`config.mk`:
```
export PLATFORM = sky130hd
export DESIGN_NAME = trdb_branch_unmap
export DESIGN_NICKNAME = d
export VERILOG_FILES = /design/src/rtl/trdb_pkg.sv /design/src/rtl/trdb_branch_unmap.sv
export SDC_FILE = /design/constraint.sdc
export NUM_CORES = 1
export LEC_CHECK = 0
export BUFFER_PORTS_ARGS = -buffer_cell sky130_fd_sc_hd__buf_2
export CELL_PAD_IN_SITES_DETAIL_PLACEMENT = 2
export CELL_PAD_IN_SITES_GLOBAL_PLACEMENT = 2
export CORE_AREA = 2 2 114 116
export CTS_CLUSTER_SIZE = 25
export DETAILED_ROUTE_END_ITERATION = 12
export DIE_AREA = 0 0 116 118
export PLACE_DENSITY = 0.78
export SLEW_MARGIN = 20
export SYNTH_ARGS = -nofsm -noshare
export SYNTH_HDL_FRONTEND = slang
export SYNTH_SLANG_ARGS = --single-unit
export TNS_END_PERCENT = 5
```
`constraint.sdc`:
```
create_clock -name clk_i -period 2.15 [get_ports clk_i]
set_input_delay 0.3225 -clock clk_i [delete_from_list [all_inputs] [get_ports clk_i]]
set_output_delay 0.3225 -clock clk_i [all_outputs]
set_load 0.01 [all_outputs]
```
`src/rtl/trdb_pkg.sv`:
```
// ---------------------------------------------------------------------------
// trdb_pkg
// Shared definitions for the trace debugger branch-map path. The encoder-side
// branch recorder and the reconstruction-side unmapper both use the packed
// branch-map word defined here, so its layout must stay in lockstep.
// ---------------------------------------------------------------------------
package trdb_pkg;

    // Map capacity in branches; fixed by the packet format.
    localparam int BRANCH_MAP_LEN = 31;
    // Width of branch counts and indices (0..31).
    localparam int BRANCH_CNT_W   = 5;

    // One packed branch map: bit k is branch k, 1 = not taken, 0 = taken.
    typedef struct packed {
        logic [BRANCH_MAP_LEN-1:0] map;
        logic [BRANCH_CNT_W-1:0]   cnt;
    } trdb_bmap_t;

endpackage : trdb_pkg

```
`src/rtl/trdb_branch_unmap.sv`:
```
// ---------------------------------------------------------------------------
// trdb_branch_unmap
// Replays packed branch maps one outcome per query. Two slots (active and
// pending) let the packet parser deliver the next map while the current one
// drains; the switch from pending to active costs no idle cycle.
//
// Ports
//   clk_i           clock
//   rst_ni          asynchronous active-low reset
//   flush_i         drop all buffered maps (overrides same-cycle load/query)
//   load_valid_i    a {map, count} word is offered
//   load_ready_o    the offered word is accepted this cycle
//   map_i           packed outcomes, bit k = branch k, 1 = not taken
//   branches_i      number of valid bits in map_i (0 = accept and drop)
//   query_valid_i   walker requests the next outcome
//   query_ready_o   an outcome is available
//   branch_taken_o  outcome of the current query
//   remaining_o     outcomes left in the active slot
//   empty_o         both slots empty
//   underrun_o      one-cycle pulse: a query found no outcome
// ---------------------------------------------------------------------------
module trdb_branch_unmap
    import trdb_pkg::*;
(
    input  logic                      clk_i,
    input  logic                      rst_ni,
    input  logic                      flush_i,
    input  logic                      load_valid_i,
    output logic                      load_ready_o,
    input  logic [BRANCH_MAP_LEN-1:0] map_i,
    input  logic [BRANCH_CNT_W-1:0]   branches_i,
    input  logic                      query_valid_i,
    output logic                      query_ready_o,
    output logic                      branch_taken_o,
    output logic [BRANCH_CNT_W-1:0]   remaining_o,
    output logic                      empty_o,
    output logic                      underrun_o
);

    // Slot state
    logic                    r_act_valid, r_act_valid_next;
    trdb_bmap_t              r_act_bm,    r_act_bm_next;
    logic [BRANCH_CNT_W-1:0] r_act_idx,   r_act_idx_next;
    logic                    r_pnd_valid, r_pnd_valid_next;
    trdb_bmap_t              r_pnd_bm,    r_pnd_bm_next;
    logic                    r_underrun,  r_underrun_next;

    // Handshake decode
    logic       w_load_ready;
    logic       w_load_keep;
    logic       w_query_xfer;
    logic       w_last;
    logic       w_act_free;
    trdb_bmap_t w_in_bm;

    assign w_in_bm      = '{map: map_i, cnt: branches_i};

    // Ready depends only on registers and flush, never on the valids.
    assign w_load_ready = ~r_pnd_valid & ~flush_i;
    // Zero-length words complete the handshake but carry nothing.
    assign w_load_keep  = load_valid_i & w_load_ready & (branches_i != '0);
    assign w_query_xfer = query_valid_i & r_act_valid & ~flush_i;
    assign w_last       = w_query_xfer & ((r_act_idx + 5'd1) == r_act_bm.cnt);
    // Active slot can take a new word on this edge: it is empty now, or it
    // is being drained and nothing is waiting in pending to replace it.
    assign w_act_free   = ~r_act_valid | (w_last & ~r_pnd_valid);

    always_comb begin
        r_act_valid_next = r_act_valid;
        r_act_bm_next    = r_act_bm;
        r_act_idx_next   = r_act_idx;
        r_pnd_valid_next = r_pnd_valid;
        r_pnd_bm_next    = r_pnd_bm;
        r_underrun_next  = 1'b0;

        if (flush_i) begin
            r_act_valid_next = 1'b0;
            r_pnd_valid_next = 1'b0;
            r_act_idx_next   = '0;
        end else begin
            r_underrun_next = query_valid_i & ~r_act_valid;

            // Consume side
            if (w_last) begin
                r_act_idx_next = '0;
                if (r_pnd_valid) begin
                    r_act_bm_next    = r_pnd_bm;
                    r_pnd_valid_next = 1'b0;
                end else begin
                    r_act_valid_next = 1'b0;
                end
            end else if (w_query_xfer) begin
                r_act_idx_next = r_act_idx + 5'd1;
            end

            // Load side; pending is free whenever a load is accepted, so the
            // two sides never fight over the same slot.
            if (w_load_keep) begin
                if (w_act_free) begin
                    r_act_valid_next = 1'b1;
                    r_act_bm_next    = w_in_bm;
                    r_act_idx_next   = '0;
                end else begin
                    r_pnd_valid_next = 1'b1;
                    r_pnd_bm_next    = w_in_bm;
                end
            end
        end
    end

    always_ff @(posedge clk_i or negedge rst_ni) begin
        if (!rst_ni) begin
            r_act_valid <= 1'b0;
            r_act_bm    <= '0;
            r_act_idx   <= '0;
            r_pnd_valid <= 1'b0;
            r_pnd_bm    <= '0;
            r_underrun  <= 1'b0;
        end else begin
            r_act_valid <= r_act_valid_next;
            r_act_bm    <= r_act_bm_next;
            r_act_idx   <= r_act_idx_next;
            r_pnd_valid <= r_pnd_valid_next;
            r_pnd_bm    <= r_pnd_bm_next;
            r_underrun  <= r_underrun_next;
        end
    end

    assign load_ready_o   = w_load_ready;
    assign query_ready_o  = r_act_valid;
    // Index stays below cnt (at most 30), so bit 31 is never selected.
    assign branch_taken_o = ~r_act_bm.map[r_act_idx];
    assign remaining_o    = r_act_valid ? (r_act_bm.cnt - r_act_idx) : '0;
    assign empty_o        = ~r_act_valid & ~r_pnd_valid;
    assign underrun_o     = r_underrun;

endmodule : trdb_branch_unmap
```
* Word-level counts from Yosys, hierarchy flattened
Cells that the tools add are included.
Operators by class: add/sub/neg operators 2, $lt $le $gt $ge 1, equal/unequal tests 1, muxes and demuxes 22, bitwise logic cells 15, reduce and logical (&&, ||, !) cells 2
Operator list (number):
- 2-to-1 mux 36 bit | 4
- 2-to-1 mux 5 bit | 6
- 2-to-1 mux 1 bit | 11
- bitwise AND 1 bit | 9
- less-than comparator 5 x 6 -> 1 bit, second input constant | 1
- adder 5 x 1 -> 5 bit, second input constant | 1
- binary-select mux 1 bit (select 5 bit) | 1
- equality test 5 bit | 1
- inverter 1 bit | 5
- nonzero test 5 bit | 1
- subtractor 5 bit | 1
- AND reduction 3 bit | 1
- OR 1 bit | 1
Storage, ports and cells: flip-flop bits (word level) 80, bits of input ports 41, output and inout bits 10, word-level logic and storage cells 51

* Depth between registers and ports, before layout
word-level depth 8, depth in mapped cells 9, depth with buffers taken out 8

* Worst setup path after synthesis
Ideal clock, no wire load.
kind register to register, from register r_act_idx[0], to register r_pnd_bm[0] in the netlist's numbering, setup time 0.125 ns, arrival time 2.142 ns, required time 2.025 ns, setup slack -0.117 ns, cell stages (with the launch flop) 9, path buffers 2, clock period less this slack 2.267 ns, path through dfrtp_1 > ha_1 > nand4bb_1 > a211oi_2 > a21oi_1 > o21bai_1 > buf_4 > buf_4 > mux2_2
On the way: cells in the longest elaborated chain, start to end 7
RTL lines:
- from (decl) | RTL line trdb_branch_unmap.sv:43 | logic [BRANCH_CNT_W-1:0] r_act_idx, r_act_idx_next;
- from (signal assigned) | RTL line trdb_branch_unmap.sv:122 | r_act_idx <= r_act_idx_next;
- adder 5 x 1 -> 5 bit | RTL line trdb_branch_unmap.sv:63 | assign w_last = w_query_xfer & ((r_act_idx + 5'd1) == r_act_bm.cnt);
- equality test 5 bit | RTL line trdb_branch_unmap.sv:63
- bitwise AND 1 bit | RTL line trdb_branch_unmap.sv:63
- bitwise AND 1 bit | RTL line trdb_branch_unmap.sv:66 | assign w_act_free = ~r_act_valid | (w_last & ~r_pnd_valid);
- OR 1 bit | RTL line trdb_branch_unmap.sv:66
- inverter 1 bit (no source line)
- AND reduction 3 bit (no source line)
- to (signal assigned) | RTL line trdb_branch_unmap.sv:124 | r_pnd_bm <= r_pnd_bm_next;
- to (decl) | RTL line trdb_branch_unmap.sv:45 | trdb_bmap_t r_pnd_bm, r_pnd_bm_next;
No other way between the ends. A chain may end at the register's enable or synchronous reset.

* Worst setup path after layout
from register r_act_idx[0], to register r_act_bm[8] in the netlist's numbering
On the way: cells in the longest elaborated chain, start to end 7, elaborated cells between the ends (all ways) 8, classes of those cells add/sub (1); eq/ne (1); mux (3); bitwise (3)
RTL lines:
- adder 5 x 1 -> 5 bit (*) | RTL line trdb_branch_unmap.sv:63
- equality test 5 bit (*) | RTL line trdb_branch_unmap.sv:63
- bitwise AND 1 bit (*) | RTL line trdb_branch_unmap.sv:63
- bitwise AND 1 bit | RTL line trdb_branch_unmap.sv:66
- OR 1 bit | RTL line trdb_branch_unmap.sv:66
- 2-to-1 mux 36 bit | RTL line trdb_branch_unmap.sv:99 | if (w_act_free) begin
- 2-to-1 mux 36 bit (*) | RTL line trdb_branch_unmap.sv:98 | if (w_load_keep) begin
- to (signal assigned) | RTL line trdb_branch_unmap.sv:121 | r_act_bm <= r_act_bm_next;
- to (decl) | RTL line trdb_branch_unmap.sv:42 | trdb_bmap_t r_act_bm, r_act_bm_next;
Mark *: on every way between the ends. The rest lies on a longest branch, timed or not.

==> impl_metrics.tcl <==
set metrics [dict create \
    antenna_left 0 \
    drive_gt1_share_pct 51.2 \
    cts_buffer_depth 2 \
    crit_chain "buf_4 -> buf_4 -> ha_4 -> xor2_2 -> a211oi_2 -> buf_4 -> a21oi_4 -> buf_4 -> buf_12 -> nor4_1 -> a211oi_2" \
    layout.nets 507 \
    postLayoutCoreUtil_pct 46.9 \
    cp.arrival_ns 2.99 \
    fin_crit_ns 2.80 \
    reg2reg_from "r_act_idx[0]$_DFF_PN0_" \
    post_synth_and_or_nand_nor_area_fraction_pct 12.7 \
    critPathMaxFanout 25 \
    ir_drop_v 0.000481 \
    n_fill_cell 1227 \
    power_leakage_nw 2.61 \
    die_x_um 116 \
    fp-row-count 41 \
    fmax_ghz 0.357 \
    io_buffers 50 \
    synth_fa_ha_area_share_pct 2.00 \
    drv_slew 0 \
    dieArea_um2 13700 \
    clock_skew_ns 0.0141 \
    cpPeakStageDelay_ns 0.55 \
    drt_iter0_drc 220 \
    tritoncts "done" \
    grt_pass1_vias 4125 \
    met1_length_um 7040 \
    setup-tns-final_ns -39.13 \
    syn2layout_area_growth_pct 41.5 \
    antenna_cells_inserted 0 \
    cts_hold_buffers 0 \
    post-place-cells 605 \
    path_common_cell "buf_4" \
    insertion_delay_ns 0.35 \
    dp_hpwl_um 9170 \
    syn_nets 421 \
    critPathLaunchType "flop" \
    outcome "finished with violations" \
    grt_start_max_net_pins 81 \
    numCtsBuffers 9 \
    clk_pin_slew_ns 0.07 \
    dr_wl_met2_um 9230 \
    grt.overflow.total 0 \
    worstSetupPathType "flop to flop" \
    met3WireLength_um 718 \
    yosys_register_bits 80 \
    failed_checks "setup timing" \
    synth_cells 374 \
    drc 0 \
    finalWeightedCongestion 0.877 \
    antenna_found_initial 0 \
    clock_sinks 80 \
    root_buffer "clkbuf_16" \
    cp-end-kind "flop" \
    wl_per_cell_um 27.7 \
    syn_area_um2 4120 \
    crit_buf_inv 5 \
    synth-compound-area-share_pct 10.7 \
    die_h_um 118 \
    synthMuxAreaShare_pct 15.5 \
    maxUsedRoutingLayer "met4" \
    critPathTopFamily "buffers and inverters" \
    grt_util_all_layers_pct 26.9 \
    fin_ws_ns -0.648 \
    core_region_area_um2 12400 \
    setup.worst_path.start "r_act_idx[0]$_DFF_PN0_" \
    p_per_area_nw_per_um2 1110 \
    ys_types 39 \
    worstMarginPinSlew_ns 0.626 \
    maxCapViolations 0 \
    synth_top_family_by_area "multiplexers" \
    routed_via_density 5.59 \
    vias 3560 \
    drt_first_pass_iters 4 \
    crit_slowest_cell "nor4_1" \
    relSlewSlack_pct 57.9 \
    synth_xor_area_share_pct 2.76 \
    finalCritPeriodShare_pct 130 \
    initial_core_util_pct 33.2 \
    hold_class "input pin to asynchronous set/reset pin" \
    layout.cells.non_filler 637 \
    wirelength_um 17700 \
    worstPathRequired_ns 2.35 \
    finalHoldViolations 0 \
    synth_area_per_cell_um2 11.0 \
    ioPinCount 51 \
    grt_pass1_wl_um 26700 \
    yosys_warnings 0 \
    setup-violations-final 84 \
    htree_num_levels 3 \
    rsz0062_at_grt "true" \
    hold_ws_ns 0.00640 \
    synth_seq_area_share_pct 48.6 \
]
-- power breakdown --
part | switching (mW) | internal (mW) | total (mW)
sequential | 0.477 | 2.10 | 2.58
combinational | 1.05 | 1.14 | 2.18
clock | 0.664 | 1.01 | 1.68
total | 2.19 | 4.25 | 6.44
-- cell families after synthesis --
logic type | Yosys count
AO/OA/AOI/OAI | 55
adder cells (fa/ha/maj) | 6
flip-flops | 80
multiplexers | 48
buffers and inverters | 70
XOR/XNOR | 13
AND/OR/NAND/NOR | 102
-- synthesized netlist by cell type --
cell       count  area share (%)
and2_1         1            0.15
mux4_2         9             4.9
or3_1          1            0.15
nand3_1        3            0.36
ha_1           5             1.5
mux2_1         7             1.9
buf_6          4             1.1
buf_2          7            0.85
o32ai_1        1            0.21
nand2b_1       2            0.30
a211oi_2       4             1.2
nand4bb_1      1            0.27
o21bai_1       1            0.18
a21oi_4        1            0.40
mux2_2        29             7.9
nor3_1         4            0.49
dfrtp_1       80              49
nor4_1        36             5.5
o21ai_0        3            0.36
xnor2_1        8             1.7
nand2_1        3            0.27
o2111ai_4      1            0.64
or4_1          1            0.18
nor2_1        46             4.2
o211ai_1       2            0.36
nand4_1        1            0.15
a21oi_1        6            0.73
buf_4          5            0.91
nor3b_1        1            0.18
inv_1         42             3.8
xor2_1         5             1.1
o31a_1         1            0.21
clkbuf_1      12             1.1
or3b_4         1            0.27
a21o_1         2            0.36
a211oi_1      33             6.0
fa_1           1            0.49
mux2i_1        3            0.73
nand4b_1       1            0.21
-- path summary, 6_finish.rpt --
check	to	slack, ns	cells past startpoint
setup / recovery	r_act_bm[8]$_DFFE_PN0N_	-0.65	11
hold / removal	r_act_idx[3]$_DFF_PN0_	0.006	2
setup reg to reg	r_act_bm[8]$_DFFE_PN0N_	-0.65	11
hold reg to reg	r_pnd_bm[7]$_DFFE_PN0P_	0.49	1
max in group asynchronous	r_act_bm[10]$_DFFE_PN0N_	1.80	2
min in group clk_i	r_pnd_bm[7]$_DFFE_PN0P_	0.22	2
-- layout by cell type, fill, tap and decap left out, types with 3 or more instances in the layout --
master     count
nor4_2         8
nor2_1        40
buf_6          8
nand2_1        3
dfrtp_1       78
xor2_1         3
clkinv_2       3
clkbuf_16      9
nand3_1        3
ha_1           3
a211oi_4       3
buf_4         33
a21oi_1        3
mux2_2        19
a211oi_2      34
inv_1         39
buf_2         49
mux2_4        15
buf_12         9
xnor2_1        7
nor2_2         6
nor4_1        28
mux4_2         9
-- through the flow --
| step | setup slack (ns) | instance area, um^2 | power (mW) |
|---|---|---|---|
| after floorplan | -0.0483 | 4140 | 3.39 |
| after global routing | -0.663 | 5830 | 6.71 |
| after CTS | -0.503 | 5740 | 6.25 |
| after detailed placement | -0.249 | 4820 | 4.05 |
| final | -0.648 | 5830 | 6.44 |
| after global placement | -0.172 | 4820 | 3.88 |
-- per-layer routing --
| metal | vias to the layer above | GRT usage (%) |
|---|---|---|
| met2 | 127 | 45.8 |
| met5 | - | 0 |
| met1 | 1884 | 32.3 |
| met4 | 0 | 12.2 |
| li1 | 1505 | - |
| met3 | 44 | 5.56 |
-- state kept, by name, indices dropped and copies added, names as in the netlist --
name and count:
r_pnd_bm 36, underrun_o 1, r_act_bm 36, r_act_idx 5
r_pnd_valid 1, query_ready_o 1
-- repair_timing --
item	CTS	global route
setup endpoints to repair	81	84
resized for setup	92	16
setup buffers	11	1
endpoints found under the hold margin	0	0
pin swaps	27	10
cloned	4	0
-- area by class of cell --
class	count	area, um^2	area share, %
inverter	42	163	2.79
clock buffer	10	229	3.93
tap	172	215	3.69
clock inverter	6	83.8	1.44
timing repair buffer	103	883	15.2
multi-input combinational	224	2250	38.6
sequential	80	2000	34.4
No activity file was read; power rests on OpenSTA's default activity.
